File: src/rtl/gcd_stein_stream_pkg.sv
// rtl/gcd_stein_stream_pkg.sv - shared state encoding and constant helpers for the Stein GCD engine
package gcd_stein_stream_pkg;

    typedef enum logic [1:0] {
        ST_IDLE   = 2'd0,
        ST_SHIFT  = 2'd1,
        ST_REDUCE = 2'd2,
        ST_DONE   = 2'd3
    } state_e;

    // Elaboration-time ceiling log2; returns 0 for v <= 1.
    function automatic int clog2_f(input int v);
        int r;
        r = 0;
        for (int i = 0; i < 31; i++) begin
            if ((1 << i) < v) r = i + 1;
        end
        return r;
    endfunction

endpackage

File: src/rtl/gcd_stein_stream_if.sv
// rtl/gcd_stein_stream_if.sv - request/result handshake bundle for the streaming GCD engine
interface gcd_stein_stream_if #(
    parameter int WIDTH = 8,
    parameter int CW    = 8
);
    logic             in_valid;
    logic             in_ready;
    logic [WIDTH-1:0] in0;
    logic [WIDTH-1:0] in1;
    logic             out_valid;
    logic             out_ready;
    logic [WIDTH-1:0] out0;
    logic [CW-1:0]    out1;
    logic             busy;

    modport master (
        output in_valid, in0, in1, out_ready,
        input  in_ready, out_valid, out0, out1, busy
    );

    modport slave (
        input  in_valid, in0, in1, out_ready,
        output in_ready, out_valid, out0, out1, busy
    );
endinterface

File: src/rtl/gcd_stein_stream_fifo.sv
// rtl/gcd_stein_stream_fifo.sv - synchronous request FIFO (gcd_fifo) with wrap-bit pointers
module gcd_fifo
    import gcd_stein_stream_pkg::*;
#(
    parameter int DW    = 16,
    parameter int DEPTH = 4
) (
    input  logic          clk,
    input  logic          rst,
    input  logic          push,
    input  logic [DW-1:0] wdata,
    input  logic          pop,
    output logic [DW-1:0] rdata,
    output logic          full,
    output logic          empty
);
    localparam int AW = clog2_f(DEPTH);

    logic [AW:0]   wr_ptr_q, wr_ptr_d;
    logic [AW:0]   rd_ptr_q, rd_ptr_d;
    logic [DW-1:0] mem_q [DEPTH];
    logic          do_push;
    logic          do_pop;

    // The extra MSB separates full (MSBs differ) from empty (pointers equal).
    always_comb begin
        full     = (wr_ptr_q[AW] != rd_ptr_q[AW]) && (wr_ptr_q[AW-1:0] == rd_ptr_q[AW-1:0]);
        empty    = (wr_ptr_q == rd_ptr_q);
        do_push  = push && !full;
        do_pop   = pop && !empty;
        wr_ptr_d = do_push ? wr_ptr_q + {{AW{1'b0}}, 1'b1} : wr_ptr_q;
        rd_ptr_d = do_pop  ? rd_ptr_q + {{AW{1'b0}}, 1'b1} : rd_ptr_q;
        rdata    = mem_q[rd_ptr_q[AW-1:0]];
    end

    always_ff @(posedge clk) begin
        if (rst) begin
            wr_ptr_q <= '0;
            rd_ptr_q <= '0;
        end else begin
            wr_ptr_q <= wr_ptr_d;
            rd_ptr_q <= rd_ptr_d;
        end
    end

    always_ff @(posedge clk) begin
        if (do_push) mem_q[wr_ptr_q[AW-1:0]] <= wdata;
    end

endmodule

File: src/rtl/gcd_stein_stream.sv
// rtl/gcd_stein_stream.sv - streaming binary (Stein) GCD engine with request FIFO and duplicate suppression
module gcd_stein_stream
    import gcd_stein_stream_pkg::*;
#(
    parameter int WIDTH = 8,
    parameter int DEPTH = 4,
    parameter int DEDUP = 1,
    parameter int CW    = 8
) (
    input  logic               clk,
    input  logic               rst,
    gcd_stein_stream_if.slave  bus
);
    localparam int KW = clog2_f(WIDTH + 1);
    localparam int PW = 2 * WIDTH;

    state_e           state_q, state_d;
    logic [WIDTH-1:0] x_q, x_d, y_q, y_d, res_q, res_d;
    logic [KW-1:0]    k_q, k_d;
    logic [CW-1:0]    cnt_q, cnt_d, cnt_inc;
    logic [PW-1:0]    last_q, last_d;
    logic             last_vld_q, last_vld_d;

    logic [PW-1:0]    pair;
    logic [PW-1:0]    fifo_rdata;
    logic             fifo_full, fifo_empty;
    logic             accept, dup, push, pop;
    logic             x_zero, y_zero;

    // A repeat of the last accepted pair is acknowledged but never queued.
    always_comb begin
        pair       = {bus.in0, bus.in1};
        accept     = bus.in_valid && !fifo_full;
        dup        = (DEDUP != 0) && last_vld_q && (pair == last_q);
        push       = accept && !dup;
        pop        = (state_q == ST_IDLE) && !fifo_empty;
        last_d     = accept ? pair : last_q;
        last_vld_d = last_vld_q || accept;
    end

    gcd_fifo #(
        .DW    (PW),
        .DEPTH (DEPTH)
    ) u_fifo (
        .clk   (clk),
        .rst   (rst),
        .push  (push),
        .wdata (pair),
        .pop   (pop),
        .rdata (fifo_rdata),
        .full  (fifo_full),
        .empty (fifo_empty)
    );

    always_ff @(posedge clk) begin
        if (rst) state_q <= ST_IDLE;
        else     state_q <= state_d;
    end

    always_comb begin
        x_zero  = (x_q == '0);
        y_zero  = (y_q == '0);
        state_d = state_q;
        case (state_q)
            ST_IDLE:   if (!fifo_empty) state_d = ST_SHIFT;
            ST_SHIFT: begin
                if (x_zero || y_zero)        state_d = ST_DONE;
                else if (x_q[0] || y_q[0])   state_d = ST_REDUCE;
            end
            ST_REDUCE: if (x_zero || y_zero) state_d = ST_DONE;
            ST_DONE:   if (bus.out_ready)    state_d = ST_IDLE;
            default:                         state_d = ST_IDLE;
        endcase
    end

    always_comb begin
        bus.in_ready  = !fifo_full;
        bus.out_valid = (state_q == ST_DONE);
        bus.busy      = (state_q != ST_IDLE);
        bus.out0      = res_q;
        bus.out1      = cnt_q;
    end

    // Datapath: common factors of two are stripped in SHIFT and restored via k on exit.
    always_comb begin
        x_d     = x_q;
        y_d     = y_q;
        k_d     = k_q;
        cnt_d   = cnt_q;
        res_d   = res_q;
        cnt_inc = (&cnt_q) ? cnt_q : cnt_q + {{(CW-1){1'b0}}, 1'b1};
        case (state_q)
            ST_IDLE: begin
                if (!fifo_empty) begin
                    x_d   = fifo_rdata[PW-1:WIDTH];
                    y_d   = fifo_rdata[WIDTH-1:0];
                    k_d   = '0;
                    cnt_d = '0;
                end
            end
            ST_SHIFT: begin
                cnt_d = cnt_inc;
                if (x_zero || y_zero) begin
                    res_d = x_q | y_q;
                end else if (!x_q[0] && !y_q[0]) begin
                    x_d = x_q >> 1;
                    y_d = y_q >> 1;
                    k_d = k_q + {{(KW-1){1'b0}}, 1'b1};
                end
            end
            ST_REDUCE: begin
                cnt_d = cnt_inc;
                if (x_zero)               res_d = y_q << k_q;
                else if (y_zero)          res_d = x_q << k_q;
                else if (!x_q[0])         x_d   = x_q >> 1;
                else if (!y_q[0])         y_d   = y_q >> 1;
                else if (x_q >= y_q)      x_d   = (x_q - y_q) >> 1;
                else                      y_d   = (y_q - x_q) >> 1;
            end
            default: ;
        endcase
    end

    always_ff @(posedge clk) begin
        if (rst) begin
            x_q        <= '0;
            y_q        <= '0;
            k_q        <= '0;
            cnt_q      <= '0;
            res_q      <= '0;
            last_q     <= '0;
            last_vld_q <= 1'b0;
        end else begin
            x_q        <= x_d;
            y_q        <= y_d;
            k_q        <= k_d;
            cnt_q      <= cnt_d;
            res_q      <= res_d;
            last_q     <= last_d;
            last_vld_q <= last_vld_d;
        end
    end

endmodule

File: src/flat_wrapper.sv
// flat-port wrapper written by rule: the top's interface ports become plain ports
module gcd_stein_stream_flat import gcd_stein_stream_pkg::*;
#(
    parameter int WIDTH = 8,
    parameter int DEPTH = 4,
    parameter int DEDUP = 1,
    parameter int CW    = 8
)
  (clk, rst, bus_in_valid, bus_in0, bus_in1, bus_out_ready, bus_in_ready, bus_out_valid, bus_out0, bus_out1, bus_busy);
  gcd_stein_stream_if #(.WIDTH(WIDTH), .CW(CW)) bus_i ();
  input  logic clk;
  input  logic rst;
  input wire logic [$bits(bus_i.in_valid)-1:0] bus_in_valid;
  input wire logic [$bits(bus_i.in0)-1:0] bus_in0;
  input wire logic [$bits(bus_i.in1)-1:0] bus_in1;
  input wire logic [$bits(bus_i.out_ready)-1:0] bus_out_ready;
  output wire logic [$bits(bus_i.in_ready)-1:0] bus_in_ready;
  output wire logic [$bits(bus_i.out_valid)-1:0] bus_out_valid;
  output wire logic [$bits(bus_i.out0)-1:0] bus_out0;
  output wire logic [$bits(bus_i.out1)-1:0] bus_out1;
  output wire logic [$bits(bus_i.busy)-1:0] bus_busy;
  assign bus_i.in_valid = bus_in_valid;
  assign bus_i.in0 = bus_in0;
  assign bus_i.in1 = bus_in1;
  assign bus_i.out_ready = bus_out_ready;
  assign bus_in_ready = bus_i.in_ready;
  assign bus_out_valid = bus_i.out_valid;
  assign bus_out0 = bus_i.out0;
  assign bus_out1 = bus_i.out1;
  assign bus_busy = bus_i.busy;
  gcd_stein_stream #(.WIDTH(WIDTH), .DEPTH(DEPTH), .DEDUP(DEDUP), .CW(CW)) u_core (.clk(clk), .rst(rst), .bus(bus_i));
endmodule
File: config.mk
export PLATFORM = sky130hd
export DESIGN_NAME = gcd_stein_stream_flat
export DESIGN_NICKNAME = d
export VERILOG_FILES = /design/src/rtl/gcd_stein_stream_pkg.sv /design/src/rtl/gcd_stein_stream_if.sv /design/src/rtl/gcd_stein_stream_fifo.sv /design/src/rtl/gcd_stein_stream.sv /design/src/flat_wrapper.sv
export SDC_FILE = /design/constraint.sdc
export NUM_CORES = 1
export LEC_CHECK = 0
export ABC_AREA = 1
export CAP_MARGIN = 25
export CORE_MARGIN = 2
export CORE_UTILIZATION = 62
export CTS_BUF_LIST = sky130_fd_sc_hd__clkbuf_8
export DETAILED_ROUTE_END_ITERATION = 10
export DONT_BUFFER_PORTS = 1
export PLACE_DENSITY = 0.78
export SLEW_MARGIN = 5
export SYNTH_ARGS = -nofsm -noshare
export SYNTH_HDL_FRONTEND = slang
export SYNTH_SLANG_ARGS = --single-unit
File: constraint.sdc
create_clock -name clk -period 2.6 [get_ports clk]
set_input_delay 0.26 -clock clk [delete_from_list [all_inputs] [get_ports clk]]
set_output_delay 0.26 -clock clk [all_outputs]
set_load 0.005 [all_outputs]
Word level (Yosys, flattened, before mapping)
Memories as Yosys holds them, arrays and structs flattened. A register that Yosys moved wholly into a read port is not among the register bits.
Index checks and enable logic that the tools add are counted.
- input bits: 20
- register bits after elaboration: 61
- memories kept: 1
- output and inout port bits: 19
- word-level logic and storage cells: 118
- RAM bits: 64
- add/subtract/negate cells: 6
- shift-type cells: 2
- muxes and demuxes: 39
- bitwise operators: 1
- reduce and logical (&&, ||, !) cells: 34
- $lt $le $gt $ge: 1
- equal/unequal tests: 22
- memory list (name ; depth ; width ; rd ports ; clocked after Yosys merged registers in ; write ports ; line ; source):
    u_core.u_fifo.mem_q ; 4 ; 16 ; 1 ; 1 ; 1 ; gcd_stein_stream_fifo.sv:21 ; logic [DW-1:0] mem_q [DEPTH];
- operators by type and width (kind ; number):
    $mux 8 ; 21
    $pmux 8 s3 ; 2
    $pmux 8 s2 ; 2
    $reduce_and 8->1 ; 3
    $eq 16x16->1 ; 1
    $logic_not 8->1 ; 2
    $shl 8x4->8 ; 2
    $sub 8x8->8 ; 2
    $mux 2 ; 7
    $mux 4 ; 3
    $ne 2x2->1 const B ; 6
    $ne 3x3->1 const B ; 3
    $add 8x1->8 const B ; 1
    $ge 8x8->1 ; 1
    $logic_and 1x1->1 ; 8
    $ne 2x1->1 const B ; 4
    $or 8x8->8 ; 1
    $pmux 2 s4 ; 1
    $pmux 4 s2 ; 1
    $reduce_and 4->1 ; 2
    $reduce_bool 2->1 ; 4
    $reduce_and 7->1 ; 1
    $add 3x1->3 const B ; 2
    $ne 3x1->1 const B ; 2
    14 further kinds ; 23

Depth between registers and ports, before layout
- word-level depth: 8
- depth in mapped cells: 15
- mapped depth without buffers: 15

Modules after synthesis
Synthesis repeated with hierarchy kept, for this count alone.
- cell total of the unflattened synthesis: 893
- area total of the unflattened synthesis: 7065.5 um^2
- by module, submodules not included (module ; times used ; seq. area each (um^2) ; area an instance (um^2) ; cells each):
    gcd_stein_stream ; 1 ; 1101.1 ; 4196.5 ; 665
    gcd_fifo ; 1 ; 2082.0 ; 2869.0 ; 228

Worst setup path before layout
Ideal clock, no wire load.
- kind: register -> register
- from: reg u_core.x_q[0]
- to: reg u_core.x_q[4]
- setup time: 0.070 ns
- buffers on the path: 1
- clock period less this slack: 2.225 ns
- slack: 0.375 ns
- data arrival time: 2.154 ns
- cell stages (with the launch flop): 16
- required time: 2.530 ns
- path through: dfxtp_1 -> inv_1 -> ha_1 -> fa_1 -> inv_1 -> nand2_1 -> nand3_1 -> nand2_1 -> nand2_1 -> nand2_2 -> inv_2 -> nor2_1 -> nor2_1 -> buf_6 -> nand3_1 -> a21oi_1
- word-level cells in the longest chain between the ends: 7
- elaborated cells between the ends (all ways): 18
- classes of those cells: 1 x add/sub; 1 x order compare; 5 x eq/ne; 6 x mux; 5 x reduce/logical
- ends and longest elaborated chain (item ; line ; source):
    start, declared ; gcd_stein_stream.sv:18 ; logic [WIDTH-1:0] x_q, x_d, y_q, y_d, res_q, res_d;
    start signal, assigned ; gcd_stein_stream.sv:126 ; x_q <= '0;
    start signal, assigned ; gcd_stein_stream.sv:134 ; x_q <= x_d;
    $sub 8x8->8 ; gcd_stein_stream.sv:117 ; else if (x_q >= y_q) x_d = (x_q - y_q) >> 1;
    $mux 8 ; gcd_stein_stream.sv:117 ;
    $mux 8 ; gcd_stein_stream.sv:116 ; else if (!y_q[0]) y_d = y_q >> 1;
    $mux 8 ; gcd_stein_stream.sv:115 ; else if (!x_q[0]) x_d = x_q >> 1;
    $mux 8 ; gcd_stein_stream.sv:114 ; else if (y_zero) res_d = x_q << k_q;
    $mux 8 ; gcd_stein_stream.sv:113 ; if (x_zero) res_d = y_q << k_q;
    $pmux 8 s3 ; gcd_stein_stream.sv:92 ; case (state_q)
Several ways; a longest one is shown, not always the timed one. The select of a mux whose other input is x is not followed.
A chain may end at the register's enable or synchronous reset.

Worst setup path in the final report
- from: reg u_core.x_q[0]
- to: reg u_core.x_q[6]
The elaborated chain is that of the path after synthesis.

==> flow_summary.ini <==
[power]
power.switching_mw = 3.859
finalPower_mw = 8.634
ir_worst_vdd_mv = 0.6171
seqPwrFrac_pct = 29.5
clkPwrFrac_pct = 21.3
switching_share_pct = 44.70
combPwrFrac_pct = 49.2
internal_power_mw = 4.774
power_per_cell_area_nw_per_um2 = 1125
leakage_nw = 3.185

[floorplanning]
die_w_um = 109.0
coreArea_um2 = 10790
rows = 38
ios = 39
start_util_pct = 63.32
die_area_um2 = 11880
die_h_um = 109.0

[setup_path]
cp.arrival_ps = 2710
crit_path_start_kind = register
slowest_stage = fa_1
critPathMaxStageDelay_ps = 470
worstSetupPathType = register to register
cp_top_family = adder cells
path_max_fanout = 11
critPathCaptureType = register
r2r_setup_slack_ps = 230
cp.buffers_inverters = 5
timing.critical_path.mode_cell = nand2_1
cp_cell_sequence = inv_1 -> ha_1 -> fa_1 -> inv_1 -> nand2_1 -> nand3_1 -> nand2_1 -> nand2_1 -> nand2_2 -> inv_2 -> nor2_1 -> nor2_1 -> buf_4 -> inv_1 -> nand2_1 -> a21oi_1
cp_data_required_time_ps = 2940

[logic_synthesis]
syn_avg_cell_area_um2 = 7.965
syn_area_um2 = 6834
ys_types = 38
synth_top_area_cell = edfxtp_1
synth_edf_count = 64
synthFlopType = edfxtp_1
netlist_instances = 858
seq_area_frac_synth_pct = 46.58
muxShareOfSynthArea_pct = 0
synth_area_leaders = edfxtp_1, dfxtp_1, nand2_1
synth_top_family_by_area = simple AND/OR/NAND/NOR gates
yosys_warnings = 0
synthAdderAreaFrac_pct = 6.994
syn_nets = 915
synth-compound-area-share_pct = 15.18
yosys.area_share.simple_pct = 22.23
synth-xor-area-share_pct = 2.307
synth_top_area_share_pct = 28.12
async_reset_ff_share_pct = 0
synth-seq-cells = 127

[routing]
antenna_left = 0
drtIter0Drc = 443
wl_um = 18010
drt_pass1_iterations = 5
num_vias = 6077
routed_via_density = 5.826
drc_errors = 0
wire_per_inst_um = 17.27

[status]
outcome = finished clean

[clocking]
cts_buffers = 17
cts_setup_buffers = 0
cts_sinks = 127
clk_pin_slew_ps = 70
clock_latency_ps = 450
root_buffer = clkbuf_8
h-tree-depth = 4
clockBufferDepth = 2
cts_tree = built

[sta]
skew_ps = 6.706
worstMarginPinSlew_ps = 881.7
finalHoldWorstSlack_ps = 28.83
slew_violations = 0
setup_viol = 0
setup_tns_ps = 0
period_needed_ps = 2368
fin_crit_sh_pct = 91.09
rsz0062_at_grt = no
hold_viol = 0
max_slew_margin_pct = 41.16
fmax_mhz = 422.2

[cells_and_area]
instances_no_fill = 1043
n_antenna_cell = 0
fin_nets = 947
fillers = 798
multi_input_area_um2 = 3192
regArea_um2 = 3186
final_common_cell = nand2_1
utilization_pct = 71.11
final_layout_size_suffix_gt1_share_pct = 7.863
final_cell_mix = nand2_1, nor2_1, a21oi_1, inv_1, o21ai_0
areaGrowthSynthToFinish_pct = 12.30

[global_route]
grt_pass1_wl_um = 28390
grt_use_total_pct = 32.01
antenna_found_initial = 0
grt_pass1_vias = 5891
overflow = 0
grt_start_max_net_pins = 33

[placement]
portBuffers = 0
dp.cells = 993
gp_congestion = 1.012
dp_hpwl_um = 12460

[min_path]
hp-class = input port to register

[job]
drv_cap = 0
==> metrics by stage <==
stage               setup WS, ps  area (um^2)
floorplan                  375.3         6834
global placement           333.1         7059
detailed placement         266.0         7059
CTS                        208.2         7657
global route               12.69         7675
finish                     231.7         7675
==> synthesized netlist by cell type (all sizes together), types with 3 or more instances <==
cell type,n
nand2,161
ha,35
inv,88
clkbuf,21
buf,6
o221ai,8
nand3,62
dfxtp,63
xnor2,5
clkinv,3
xor2,13
o22ai,9
edfxtp,64
nand4,8
o21ai,87
nor3,4
a21oi,87
nor2,123
==> final timing paths <==
path | from | endpoint | depth (start not counted)
setup / recovery | u_core.x_q[0]$_SDFFE_PP0P_ | u_core.x_q[6]$_SDFFE_PP0P_ | 16
hold / removal | bus_in1[3] | u_core.last_q[3]$_SDFFE_PP0P_ | 2
setup reg to reg | u_core.x_q[0]$_SDFFE_PP0P_ | u_core.x_q[6]$_SDFFE_PP0P_ | 16
hold reg to reg | u_core.k_q[3]$_SDFFE_PP0P_ | u_core.k_q[3]$_SDFFE_PP0P_ | 2
==> state kept, by name, indices dropped and copies added, names as in the netlist, named ones only <==
| name | cells |
|---|---|
| u_core.u_fifo.wr_ptr_q | 3 |
| u_core.last_q | 16 |
| u_core.u_fifo.mem_q | 64 |
| u_core.state_q | 2 |
| u_core.last_vld_q | 1 |
| u_core.y_q | 8 |
| u_core.x_q | 8 |
| u_core.bus.out1 | 8 |
| u_core.u_fifo.rd_ptr_q | 3 |
| u_core.k_q | 4 |
| u_core.bus.out0 | 8 |
==> what timing repair did <==
item	4_1_cts	5_1_grt
hold endpoints to repair	100	0
hold buffers	17	0
gates resized for setup	0	2
setup endpoints to repair	0	4
==> final cells by class <==
type | instances | share of cell area [%]
Tap cell | 140 | 2.282
Multi-Input combinational cell | 613 | 41.59
Clock inverter | 15 | 2.527
Clock buffer | 17 | 3.049
Sequential cell | 127 | 41.51
Timing Repair Buffer | 40 | 4.565
Inverter | 91 | 4.483
==> kinds of logic (layout without fill, tap and decap cells) <==
group / Yosys count / after routing
XOR/XNOR: 18 / 18
adder cells (fa/ha/maj): 37 / 37
AO/OA/AOI/OAI: 196 / 196
flip-flops: 127 / 127
AND/OR/NAND/NOR: 362 / 362
buffers and inverters: 118 / 163
==> power groups by stage <==
stage          registers (mW)  logic [mW]  clock network [mW]
2_1_floorplan            2.57        3.03                   0
4_1_cts                  2.54        4.20                1.85
3_5_place_dp             2.58        4.12                   0
5_1_grt                  2.58        4.74                1.93
3_3_place_gp             2.57        4.04                   0
6_report                 2.54        4.25                1.84
==> layer usage <==
metal	track usage (%)	wire, um
met2	54.79	9055
met3	7.711	1219
met5	0	0
met4	16.03	652
met1	37.46	7080
Note: power is estimated with default switching activity, not from simulation.
